## src/rtl/mem_pkg.sv

```systemverilog
// Shared definitions for the IFU/LSU memory arbiter: FSM states, requester
// IDs and the physical memory window decoded by the arbiter.
package mem_pkg;

    typedef enum logic [1:0] {
        ST_IDLE   = 2'd0,
        ST_WAIT   = 2'd1,
        ST_ACCESS = 2'd2,
        ST_RESP   = 2'd3
    } arb_state_e;

    localparam logic OWNER_IFU = 1'b0;
    localparam logic OWNER_LSU = 1'b1;

    // Physical memory window; kept wide so MBASE + MSIZE never wraps.
    localparam logic [63:0] MBASE = 64'h0000_0000_8000_0000;
    localparam logic [63:0] MSIZE = 64'h0000_0000_0800_0000;

    localparam int CNT_W = 4;

    function automatic logic [CNT_W-1:0] wait_count(input int latency);
        if (latency > 0) begin
            return CNT_W'(latency - 1);
        end
        return '0;
    endfunction

endpackage

```

## src/rtl/mem_arbiter_rr_arb2.sv

```systemverilog
// Two-way round-robin grant: a sole requester always wins, and on a tie the
// requester that was not granted last time wins.
module rr_arb2
    import mem_pkg::*;
(
    input  logic req_ifu,
    input  logic req_lsu,
    input  logic last_grant,
    output logic gnt_valid,
    output logic gnt_owner
);

    always_comb begin
        gnt_valid = req_ifu | req_lsu;
        gnt_owner = OWNER_IFU;
        if (req_ifu && req_lsu) begin
            gnt_owner = ~last_grant;
        end else if (req_lsu) begin
            gnt_owner = OWNER_LSU;
        end
    end

endmodule

```

## src/rtl/mem_arbiter.sv

```systemverilog
// Shares one combinational-read / clocked-write memory port between the IFU
// and LSU, one transaction at a time, with a programmable wait before access.
module mem_arbiter
    import mem_pkg::*;
#(
    parameter int ADDR_WIDTH = 32,
    parameter int WORD_LEN   = 32,
    parameter int LATENCY    = 1
) (
    input  logic                  clk,
    input  logic                  reset,

    input  logic                  ifu_req_valid,
    output logic                  ifu_req_ready,
    input  logic [ADDR_WIDTH-1:0] ifu_addr,
    output logic                  ifu_resp_valid,
    input  logic                  ifu_resp_ready,
    output logic [WORD_LEN-1:0]   ifu_rdata,
    output logic                  ifu_resp_err,

    input  logic                  lsu_req_valid,
    output logic                  lsu_req_ready,
    input  logic [ADDR_WIDTH-1:0] lsu_addr,
    input  logic [WORD_LEN-1:0]   lsu_wdata,
    input  logic                  lsu_wen,
    input  logic [3:0]            lsu_mask,
    output logic                  lsu_resp_valid,
    input  logic                  lsu_resp_ready,
    output logic [WORD_LEN-1:0]   lsu_rdata,
    output logic                  lsu_resp_err,

    output logic [ADDR_WIDTH-1:0] mem_addr,
    output logic [WORD_LEN-1:0]   mem_wdata,
    output logic                  mem_wen,
    output logic [3:0]            mem_mask,
    input  logic [WORD_LEN-1:0]   mem_rdata
);

    // Handshakes: a request transfers on a rising edge where valid && ready;
    // ready is only ever raised in IDLE. A response transfers on a rising
    // edge where resp_valid && resp_ready; rdata/err are stable meanwhile.

    localparam logic [CNT_W-1:0]    CNT_INIT = wait_count(LATENCY);
    localparam logic [ADDR_WIDTH:0] RANGE_LO = (ADDR_WIDTH+1)'(MBASE);
    localparam logic [ADDR_WIDTH:0] RANGE_HI = (ADDR_WIDTH+1)'(MBASE + MSIZE);

    arb_state_e            state_q, state_d;
    logic [CNT_W-1:0]      cnt_q, cnt_d;
    logic                  last_grant_q, last_grant_d;
    logic                  owner_q, owner_d;
    logic [ADDR_WIDTH-1:0] addr_q, addr_d;
    logic [WORD_LEN-1:0]   wdata_q, wdata_d;
    logic                  wen_q, wen_d;
    logic [3:0]            mask_q, mask_d;
    logic [WORD_LEN-1:0]   rdata_q, rdata_d;
    logic                  err_q, err_d;

    logic gnt_valid;
    logic gnt_owner;
    logic in_range;
    logic access_ok;
    logic resp_fire;

    rr_arb2 u_rr_arb2 (
        .req_ifu    (ifu_req_valid),
        .req_lsu    (lsu_req_valid),
        .last_grant (last_grant_q),
        .gnt_valid  (gnt_valid),
        .gnt_owner  (gnt_owner)
    );

    // Range check one bit wider than the address so the window end cannot wrap.
    assign in_range  = ({1'b0, addr_q} >= RANGE_LO) && ({1'b0, addr_q} < RANGE_HI);
    assign access_ok = in_range && !((owner_q == OWNER_IFU) && (addr_q[1:0] != 2'b00));
    assign resp_fire = (state_q == ST_RESP) &&
                       ((owner_q == OWNER_LSU) ? lsu_resp_ready : ifu_resp_ready);

    always_comb begin
        state_d      = state_q;
        cnt_d        = cnt_q;
        last_grant_d = last_grant_q;
        owner_d      = owner_q;
        addr_d       = addr_q;
        wdata_d      = wdata_q;
        wen_d        = wen_q;
        mask_d       = mask_q;
        rdata_d      = rdata_q;
        err_d        = err_q;

        ifu_req_ready = 1'b0;
        lsu_req_ready = 1'b0;

        case (state_q)
            ST_IDLE: begin
                // Ready is held low while reset is asserted so nothing looks accepted.
                if (reset && gnt_valid) begin
                    ifu_req_ready = (gnt_owner == OWNER_IFU);
                    lsu_req_ready = (gnt_owner == OWNER_LSU);
                    owner_d       = gnt_owner;
                    last_grant_d  = gnt_owner;
                    if (gnt_owner == OWNER_LSU) begin
                        addr_d  = lsu_addr;
                        wdata_d = lsu_wdata;
                        wen_d   = lsu_wen;
                        mask_d  = lsu_mask;
                    end else begin
                        addr_d  = ifu_addr;
                        wdata_d = '0;
                        wen_d   = 1'b0;
                        mask_d  = 4'b0000;
                    end
                    cnt_d   = CNT_INIT;
                    state_d = (LATENCY > 0) ? ST_WAIT : ST_ACCESS;
                end
            end
            ST_WAIT: begin
                if (cnt_q == '0) begin
                    state_d = ST_ACCESS;
                end else begin
                    cnt_d = cnt_q - 1'b1;
                end
            end
            ST_ACCESS: begin
                rdata_d = (access_ok && !wen_q) ? mem_rdata : '0;
                err_d   = !access_ok;
                state_d = ST_RESP;
            end
            ST_RESP: begin
                if (resp_fire) begin
                    state_d = ST_IDLE;
                end
            end
            default: begin
                state_d = ST_IDLE;
            end
        endcase
    end

    always_comb begin
        mem_addr  = addr_q;
        mem_wdata = wdata_q;
        mem_wen   = (state_q == ST_ACCESS) && wen_q && in_range;
        mem_mask  = (state_q == ST_ACCESS) ? mask_q : 4'b0000;

        ifu_resp_valid = (state_q == ST_RESP) && (owner_q == OWNER_IFU);
        lsu_resp_valid = (state_q == ST_RESP) && (owner_q == OWNER_LSU);
        ifu_rdata      = ifu_resp_valid ? rdata_q : '0;
        lsu_rdata      = lsu_resp_valid ? rdata_q : '0;
        ifu_resp_err   = ifu_resp_valid && err_q;
        lsu_resp_err   = lsu_resp_valid && err_q;
    end

    always_ff @(posedge clk) begin
        if (!reset) begin
            state_q      <= ST_IDLE;
            cnt_q        <= '0;
            last_grant_q <= OWNER_LSU;
            owner_q      <= OWNER_IFU;
            addr_q       <= '0;
            wdata_q      <= '0;
            wen_q        <= 1'b0;
            mask_q       <= 4'b0000;
            rdata_q      <= '0;
            err_q        <= 1'b0;
        end else begin
            state_q      <= state_d;
            cnt_q        <= cnt_d;
            last_grant_q <= last_grant_d;
            owner_q      <= owner_d;
            addr_q       <= addr_d;
            wdata_q      <= wdata_d;
            wen_q        <= wen_d;
            mask_q       <= mask_d;
            rdata_q      <= rdata_d;
            err_q        <= err_d;
        end
    end

endmodule
```

## config.mk

```make
export PLATFORM = sky130hd
export DESIGN_NAME = mem_arbiter
export DESIGN_NICKNAME = d
export VERILOG_FILES = /design/src/rtl/mem_pkg.sv /design/src/rtl/mem_arbiter_rr_arb2.sv /design/src/rtl/mem_arbiter.sv
export SDC_FILE = /design/constraint.sdc
export NUM_CORES = 1
export LEC_CHECK = 0
export ABC_AREA = 1
export BUFFER_PORTS_ARGS = -buffer_cell sky130_fd_sc_hd__clkbuf_2
export CORE_MARGIN = 10
export CORE_UTILIZATION = 45
export DETAILED_ROUTE_END_ITERATION = 16
export PLACE_DENSITY = 0.8
export SYNTH_ARGS = -nofsm -noshare
export SYNTH_HDL_FRONTEND = slang
export SYNTH_SLANG_ARGS = --single-unit
```

## constraint.sdc

```tcl
create_clock -name clk -period 1.8 [get_ports clk]
set_input_delay 0.18 -clock clk [delete_from_list [all_inputs] [get_ports clk]]
set_output_delay 0.18 -clock clk [all_outputs]
set_load 0.01 [all_outputs]
```

Word level (Yosys, flattened, before mapping):

Cells that the tools add are included.

* add/sub/neg operators: 1
* order comparisons: 2
* eq/ne operators: 7
* mux-type cells: 22
* bitwise operators: 4
* reductions and logical operators: 23

Operator list (count)
* $mux W32: 5
* $ge A32 B32 Y1 const B: 1
* $lt A32 B32 Y1 const B: 1
* $mux W4: 4
* $logic_and A1 B1 Y1: 13
* $mux W1: 8
* $ne A2 B2 Y1 const B: 4
* $pmux W2 S4: 1
* $pmux W4 S2: 1
* $mux W2: 3
* $reduce_and A3 Y1: 2
* $eq A2 B2 Y1 const B: 2
* $logic_not A4 Y1: 1
* $reduce_bool A2 Y1: 2
* $sub A4 B1 Y4 const B: 1
* $logic_not A1 Y1: 3
* $not A1 Y1: 3
* $eq A2 B1 Y1 const B: 1
* $logic_not A2 Y1: 1
* $reduce_and A2 Y1: 1
* $or A1 B1 Y1: 1

* flip-flop bits (word level): 110
* input bits: 139

Longest topological paths before layout:

Gate-level depths: netlist of the first run.

* depth in word-level cells: 6
* mapped depth: 8
* mapped depth without buffers: 8

Hierarchy:

Synthesis of the first run repeated with hierarchy kept, for this count alone.

* cells, all modules: 730
* area, all modules: 5037.3 sq um

By module, submodules not included
* mem_arbiter: times used 1, cells an instance 727, area each 5022.3 sq um, seq. area each 2202.1 sq um
* rr_arb2: times used 1, cells an instance 3, area each 15.0 sq um, seq. area each 0.0 sq um

Worst setup path before layout of the first run:

Ideal clock, no wire load.

* kind: flip-flop to flip-flop
* from: reg state_q[0]
* to: reg rdata_q[22]
* setup time: 70 ps
* data arrival time: 1339 ps
* data required time: 1730 ps
* setup slack: 391 ps
* cell stages (with the launch flop): 9
* path buffers: 2
* cell sequence: dfxtp_1 > inv_1 > ha_1 > buf_2 > buf_1 > nand2_1 > inv_1 > nand4_1 > a21oi_1

* longest elaborated chain between the ends: 1

Ends and longest elaborated chain
* start, declared: line mem_arbiter.sv:47 `arb_state_e state_q, state_d;`
* start signal, assigned: line mem_arbiter.sv:166 `state_q <= state_d;`
* $eq A2 B2 Y1: line mem_arbiter.sv:93 `case (state_q)`
* end signal, assigned: line mem_arbiter.sv:174 `rdata_q <= rdata_d;`
* end, declared: line mem_arbiter.sv:55 `logic [WORD_LEN-1:0] rdata_q, rdata_d;`

No other way between the ends.
A chain may end at the register's enable or synchronous reset.

Worst setup path after layout of the first run:

* from: reg state_q[1]
* to: out ifu_req_ready

* longest elaborated chain between the ends: 2

Ends and longest elaborated chain
* $logic_not A2 Y1: line mem_arbiter.sv:93
* $mux W1: line mem_arbiter.sv:93
* end, declared: line mem_arbiter.sv:14 `output logic ifu_req_ready,`

No other way between the ends.

==> qor.yml, run 1 <==
via_per_inst: 4.76
gp_congestion: 0.814
synth_top_area_frac: 0.422
dieArea_um2: 16300
holdBufCountCts: 0
grt_start_max_net_pins: 57
cts_buffers: 9
max_slew_margin: 0.607
cp.arrival_ns: 1.53
utilization: 0.629
path_delay_family: "buffers and inverters"
drive_gt1_frac: 0.303
setup_slack_ns: 0.0920
yosysUniqueCellTypes: 22
final_hold_viol_count: 0
post-route-min-period_ns: 1.71
drt-initial-drc-count: 350
maxCapViolCount: 0
fin_total_pwr_mw: 7.01
cp_max_fo: 9
ys_ff_latch: 110
grt_pass1_vias: 5573
antenna_found_initial: 0
clk_latency_ns: 0.34
grt_pass1_wl_um: 27800
ys_seq_area_frac: 0.422
post-place-ws_ns: 0.280
path_cells: "inv_2 -> ha_4 -> nand2_2 -> buf_4 -> nor2_1 -> buf_2"
cts.sinks: 110
cts_tree: "done"
first_pass_iters: 4
wl_um: 17700
fin_crit_sh: 0.949
crit_path_max_incr_delay_ns: 0.34
tns_ns: 0
pin_count: 278
path_clk_slew_ns: 0.08
maxSlewViolCount: 0
power_density_nw_per_um2: 980
clk_path_buf_depth: 2
wl_per_cell_um: 14.4
crit_type: "register to primary output"
fp.dieH_um: 128
n_antenna_cell: 0
tightest_slew_ns: 0.590
synth_area_per_cell_um2: 6.33
synthCells: 824
h-tree-depth: 3
vias: 5857
layout.cells.non_filler: 1231
worstSetupStartpointType: "register"
crit_slowest_cell: "dfxtp_1"
drc: 0
ys_top_cells_by_area: "dfxtp_1 42%, nand2_1 24%, a21oi_1 10%"
crit_required_ns: 1.62
coreArea_um2: 11400
port_buffers: 277
placed_cells: 1208
path_buf_inv: 3
p_leak_nw: 3.58
drtAntennaViolNets: 0
fmax_mhz: 585
outcome: "completed"
syn2layout_area_growth_pct: 37.1
grt.total_usage: 0.203
netlist_area_um2: 5220
synth_largest_area_cell: "dfxtp_1"
nNetsFinal: 1228
rows: 39
overflow: 0
finalClockSkew_ns: 0.00980
rsz0062_at_grt: "no"
report.final.setup_viol: 0
place_hpwl_um: 13300
yosysWarnings: 0
cts_root_buf: "clkbuf_16"
ir_drop_mv: 0.550
syn_nets: 969
die_w_um: 128
start_util: 0.459
cp-end-kind: "primary output"
hp-class: "primary input to register"
worst min-delay path: stages:
cell	delay, ns
clkbuf_2	0.08
nand2_1	0.05
a21oi_1	0.05
placed cells by master (no fill, tap or decap), types with 3 or more instances in the layout:
cell type and instances:
clkbuf_16 9, buf_4 20, nand2_1 330, ha_1 3
buf_12 3, o21ai_0 5, nand4_1 32, a21oi_1 105
nor2_1 82, clkbuf_2 275, nand3_1 5, inv_1 82
dfxtp_1 110
repair_timing:
item	in CTS	in global routing
gates resized for setup	4	9
endpoints found under the hold margin	0	0
buffers inserted	1	5
setup endpoints to repair	4	6
cloned	1	0
pin swaps	2	1
cells by family after synthesis:
kind of cell             count (synthesis)  share of synthesized area
AND/OR/NAND/NOR                        454                      0.344
buffers and inverters                  140                      0.109
AO/OA/AOI/OAI                          113                      0.109
flip-flops                             110                      0.422
adder cells (fa/ha/maj)                  6                     0.0144
XOR/XNOR                                 1                    0.00168
power breakdown:
part	total [mW]	leakage [nW]	switching [mW]	internal, mW
clock	2.04	0.144	0.936	1.10
combinational	2.17	2.54	1.39	0.778
sequential	2.81	0.892	0.146	2.66
metal layers:
metal,GRT usage,routed length [um],vias up
met5,0,0,-
met4,0.0503,248,0
met3,0.0902,1900,18
met2,0.336,8180,219
met1,0.236,7390,2562
li1,-,-,3058
final cells by class:
type	count	area, um2
multi-input cells	574	2500
clock inverters	7	82.6
flip-flops and latches	110	2200
clock buffers	9	225
well taps	143	179
repair buffers	302	1640
inverters	86	324
fillers	1081	4220
sequential cells by signal, indices dropped and copies added, names as in the netlist:
name and cells:
mask_q 4, state_q 2, rdata_q 32, cnt_q 4, last_grant_q 1, mem_wdata 32, err_q 1, wen_q 1
owner_q 1, mem_addr 32
per-stage QoR:
step | hold WS (ns) | cell area (um2)
2_1_floorplan | 0.300 | 5220
3_3_place_gp | 0.412 | 6720
3_5_place_dp | 0.416 | 6720
4_1_cts | 0.0457 | 7090
5_1_grt | 0.0488 | 7150
6_report | 0.0571 | 7150
cells in the mapped netlist (all sizes together):
cell type,instances
ha,6
xnor2,1
clkinv,1
clkbuf,29
a21oi,105
nor2,85
nand4,32
a31oi,1
o21ai,6
a211oi,1
nand3,5
dfxtp,110
nor4,1
buf,25
nand2,331
inv,85
worst paths after layout:
check,slack (ns),startpoint,cells after the start,to
worst min register to register,0.46,mem_addr[6]$_SDFFE_PN0P_,2,mem_addr[6]$_SDFFE_PN0P_
worst max-delay path,0.09,state_q[1]$_SDFFE_PN0P_,6,ifu_req_ready
worst max register to register,0.28,state_q[1]$_SDFFE_PN0P_,8,mem_wdata[30]$_SDFFE_PN0P_
worst min-delay path,0.06,lsu_wdata[27],3,mem_wdata[27]$_SDFFE_PN0P_
Power figures use the tool's default switching activity.
==> inputs of run 2 (changes only) <==
- ABC_AREA: 1 -> not set
==> qor.yml, run 2 <==
outcome: "completed"
tightest_slew_ns: 0.745
clk_path_buf_depth: 2
ys_ff_latch: 110
synth_edf_count: 0
report.final.setup_viol: 0
min_to: "last_grant_q$_SDFFE_PN1P_"
netlist_area_um2: 5280
syn2layout_area_growth_pct: 38.1
ys_top_cells_by_count: "110 x dfxtp_1, 77 x nand2_1, 65 x nor2b_1"
fp.dieH_um: 128
port_buffers: 277
yosysWarnings: 0
antenna_found_initial: 0
fin_crit_sh: 0.951
vias: 5062
pwr-share-comb: 0.310
first_pass_iters: 5
place_hpwl_um: 12700
p_sw_frac: 0.316
worstHoldStart: "reset"
synth_most_common_cell: "dfxtp_1"
h-tree-depth: 3
syn_nets: 742
internal_power_mw: 4.79
reg2reg_slack_ns: 0.18
holdBufCountCts: 0
hold_path_depth: 2
cts_buffers: 9
drt-initial-drc-count: 203
start_util: 0.460
drc: 0
grt.total_usage: 0.189
overflow: 0
reg2reg_depth: 8
final_cell_mix: "275 x clkbuf_2, 108 x dfxtp_1, 76 x nand2_1, 64 x nor2b_1, 39 x nand3_1"
power.share.sequential: 0.421
rsz0062_at_grt: "no"
gp_congestion: 0.775
wl_per_cell_um: 16.2
grt_pass1_vias: 5081
maxCapViolCount: 0
finalClockSkew_ns: 0.00788
power_density_nw_per_um2: 962
synth-async-reset-ratio: 0
r2r-end: "mem_wdata[25]$_SDFFE_PN0P_"
crit_required_ns: 1.62
cts.sinks: 110
ir_drop_mv: 0.575
cts_tree: "done"
synthCells: 597
synth_top_area_frac: 0.417
max_slew_margin: 0.503
ys.flop_type: "dfxtp_1"
coreArea_um2: 11500
clock_power_share: 0.269
die_w_um: 128
worstSetupStartpointType: "register"
postPlaceCellArea_um2: 6900
rows: 39
nNetsFinal: 1007
dieArea_um2: 16500
post-route-min-period_ns: 1.71
cp.arrival_ns: 1.53
n_antenna_cell: 0
maxSlewViolCount: 0
final_common_cell: "clkbuf_2"
yosysUniqueCellTypes: 38
finalInstanceArea_um2: 7280
hp-class: "primary input to register"
ys_seq_area_frac: 0.417
setup_slack_ns: 0.0881
fin_total_pwr_mw: 7.01
drive_gt1_frac: 0.393
cts_root_buf: "clkbuf_16"
p_leak_nw: 3.82
via_per_inst: 5.01
path_clk_slew_ns: 0.07
grt_start_max_net_pins: 86
pin_count: 278
drtAntennaViolNets: 0
ys_top_cells_by_area: "dfxtp_1 42%, nor2b_1 7.7%, mux2i_1 6.5%"
grt_pass1_wl_um: 25600
placed_cells: 992
synth_largest_area_cell: "dfxtp_1"
wl_um: 16400
clk_latency_ns: 0.34
fmax_mhz: 584
synth_area_per_cell_um2: 8.84
fillers: 1002
whs_ns: 0.0556
post-place-ws_ns: 0.165
rr_startpoint: "state_q[1]$_SDFFE_PN0P_"
cp-end-kind: "primary output"
final_hold_viol_count: 0
layout.cells.non_filler: 1010
switchingPower_mw: 2.22
cp_max_fo: 20
crit_type: "register to primary output"
## run 2: cell types whose count changed in the layout (fill, tap and decap cells not counted), sizes merged, moves of 39 or more
cell,delta
a21boi,+40
nor2,-80
inv,-77
a21oi,-73
nand2,-254
nor2b,+65
and2,+39
## run 2: how the worst max path moves through the flow
stage | from | endpoint | slack, ns | cells past startpoint
after floorplan | state_q[0]$_SDFFE_PN0P_ | mem_addr[0]$_SDFFE_PN0P_ | 0.19 | 7
after global placement | state_q[1]$_SDFFE_PN0P_ | cnt_q[2]$_SDFFE_PN0P_ | 0.26 | 6
after detailed placement | state_q[0]$_SDFFE_PN0P_ | rdata_q[12]$_SDFFE_PN0P_ | 0.17 | 7
after CTS | state_q[0]$_SDFFE_PN0P_ | ifu_req_ready | -0.03 | 7
after global routing | last_grant_q$_SDFFE_PN1P_ | lsu_req_ready | 0.004 | 5
final | state_q[1]$_SDFFE_PN0P_ | ifu_req_ready | 0.09 | 7
## run 2: area by class of cell
type | instances | area (um2) | area share
Timing Repair Buffer | 306 | 1760 | 0.241
Tap cell | 143 | 179 | 0.0246
Sequential cell | 110 | 2200 | 0.303
Clock inverter | 5 | 33.8 | 0.00464
Inverter | 9 | 33.8 | 0.00464
Clock buffer | 11 | 253 | 0.0347
Multi-Input combinational cell | 426 | 2820 | 0.387
## run 2: cells by family (layout without fill, tap and decap cells)
group,Yosys count,after routing,synth area share
adders and majority gates,6,6,0.0142
xor gates and xnor gates,2,2,0.00332
muxes,34,34,0.0645
DFF,110,110,0.417
and+or+nand+nor,266,266,0.273
buffers and inverters,61,331,0.0574
AOI/OAI and AO/OA,118,118,0.170
## run 2: critical path: stages, from the launching register on
cell and delay, ns:
dfxtp_2 0.34, inv_2 0.08, ha_4 0.15, o21a_1 0.15, nand2_2 0.09, buf_12 0.17, nor2_2 0.07, buf_2 0.13
## run 2: through the flow
stage                     setup TNS (ns)  utilization
after CTS                        -0.0349        0.631
after floorplan                        0            -
final                                  0        0.635
after global routing                   0        0.635
after detailed placement               0        0.602
after global placement                 0        0.602
## run 2: power groups by stage
stage	logic [mW]	clock network (mW)	registers, mW
detailed placement	2.08	0	2.99
finish	2.17	1.89	2.95
CTS	2.15	1.95	2.94
floorplan	1.16	0	3.06
global placement	2.05	0	2.99
global route	2.40	2.06	2.99
## run 2: what timing repair did
action | CTS | global route
pin swaps | 1 | 2
gates resized for setup | 3 | 13
endpoints found under the setup margin | 6 | 64
setup buffers | 1 | 0
gates cloned | 1 | 0
## run 2: routing by layer
layer | track usage | share of wire | vias up
met3 | 0.0819 | 0.11 | 19
li1 | - | - | 2556
met4 | 0.0636 | 0.021 | 0
met1 | 0.212 | 0.40 | 2299
met2 | 0.315 | 0.47 | 188
met5 | 0 | 0 | -
==> inputs of run 3 (changes only) <==
- CORE_UTILIZATION: 45 -> 47
- CTS_BUF_LIST: not set -> sky130_fd_sc_hd__clkbuf_4
- PLACE_DENSITY: 0.8 -> 0.83
- clock period: 1.8 -> 1.9 ns (I/O delays scaled with it)
==> qor.yml, run 3 (synthesized netlist as in run 2, its figures left out) <==
final_common_cell: "clkbuf_2"
grt.total_usage: 0.231
final_cell_mix: "263 x clkbuf_2, 107 x dfxtp_1, 75 x nand2_1, 69 x dlygate4sd3_1, 64 x nor2b_1"
grt_pass1_vias: 5797
tns_ns: -0.291
pin_count: 278
coreArea_um2: 10900
clock_power_share: 0.202
crit_path_max_incr_delay_ns: 0.40
max_slew_margin: 0.542
wl_um: 20300
ir_drop_mv: 0.521
gp_congestion: 0.809
syn2layout_area_growth_pct: 53.0
p_leak_nw: 4.16
crit_required_ns: 1.71
maxSlewViolCount: 0
fin_crit_sh: 1.02
cp_max_fo: 5
port_buffers: 277
crit_type: "register to primary output"
worstSetupStartpointType: "register"
drc: 0
drtAntennaViolNets: 0
antenna_found_initial: 1
drt-initial-drc-count: 362
finalClockSkew_ns: 0.0239
p_sw_frac: 0.337
start_util: 0.482
report.final.setup_viol: 16
overflow: 0
h-tree-depth: 3
setup_slack_ns: -0.0299
fp.dieH_um: 126
cp-end-kind: "primary output"
nNetsFinal: 1085
cts.sinks: 110
post-route-min-period_ns: 1.93
path_clk_slew_ns: 0.17
wl_per_cell_um: 18.7
drive_gt1_frac: 0.381
crit_slowest_cell: "dfxtp_4"
fmax_mhz: 518
power_density_nw_per_um2: 807
place_hpwl_um: 12600
grt_start_max_net_pins: 80
outcome: "complete, but fails checks"
whs_ns: 0.0291
cts_tree: "done"
cp.arrival_ns: 1.74
path_cells: "ha_4 -> nor2b_4 -> buf_12 -> clkbuf_16 -> and2_1 -> clkbuf_2"
cts_root_buf: "clkbuf_4"
tightest_slew_ns: 0.686
grt_pass1_wl_um: 30800
hp-class: "primary input to register"
power.share.sequential: 0.434
switchingPower_mw: 2.19
via_per_inst: 5.29
vias: 5742
rsz0062_at_grt: "yes"
internal_power_mw: 4.32
final_hold_viol_count: 0
pwr-share-comb: 0.364
maxCapViolCount: 0
clk_latency_ns: 0.47
dieArea_um2: 15900
violations: "setup timing"
die_w_um: 126
rows: 38
cts_buffers: 9
clk_path_buf_depth: 2
first_pass_iters: 4
run 3: final cells by class:
type	count	area, um2
timing repair buffer	384	2630
tap	140	175
sequential	110	2210
inverter	9	38.8
clock buffer	10	75.1
multi-input combinational	426	2860
antenna	1	2.50
fill	743	2860
clock inverter	6	85.1
run 3: final timing paths:
kind | start | end | slack [ns] | cells past startpoint
worst max-delay path | state_q[0]$_SDFFE_PN0P_ | ifu_rdata[16] | -0.03 | 6
worst min-delay path | reset | state_q[0]$_SDFFE_PN0P_ | 0.03 | 2
worst max register to register | state_q[0]$_SDFFE_PN0P_ | mem_wdata[23]$_SDFFE_PN0P_ | 0.02 | 8
worst min register to register | mem_wdata[26]$_SDFFE_PN0P_ | mem_wdata[26]$_SDFFE_PN0P_ | 0.46 | 2
run 3: power by group through the flow:
stage                     sequential (mW)  clock [mW]  combinational [mW]
after global placement               2.83           0                1.88
after global routing                 2.86        1.44                2.58
after detailed placement             2.84           0                1.91
after floorplan                      2.90           0                1.10
final                                2.82        1.32                2.37
after CTS                            2.80        1.35                2.20
run 3: worst max-delay path: cells and delay by family, from the launching register on:
kind | cells | cell delay, ns
flip-flops | 1 | 0.40
AND/OR/NAND/NOR | 2 | 0.28
buffers and inverters | 3 | 0.42
adder cells (fa/ha/maj) | 1 | 0.16
run 3: stage by stage:
step / util / worst slack, ns / area, um2 / cells / total power, mW
after detailed placement: 0.622 / 0.270 / 6810 / 982 / 4.74
after floorplan: - / 0.294 / 5280 / 597 / 3.99
after global placement: 0.622 / 0.302 / 6810 / 982 / 4.71
final: 0.738 / -0.0299 / 8070 / 1086 / 6.51
after global routing: 0.738 / -0.0956 / 8070 / 1086 / 6.88
after CTS: 0.715 / 0.00325 / 7810 / 1076 / 6.34
run 3: metal layers:
metal  track usage  vias up  wire length, um
li1              -     2723                -
met1         0.256     2659             7680
met2         0.390      299             9900
met3        0.0898       61             2000
met4        0.0904        0              755
met5             0        -                0
run 3: timing repair:
item,4_1_cts,5_1_grt
hold buffers,69,0
buffers inserted,7,5
cloned,2,5
setup endpoints to repair,42,76
hold endpoints to repair,69,0
pin swaps,2,3
resized for setup,14,42
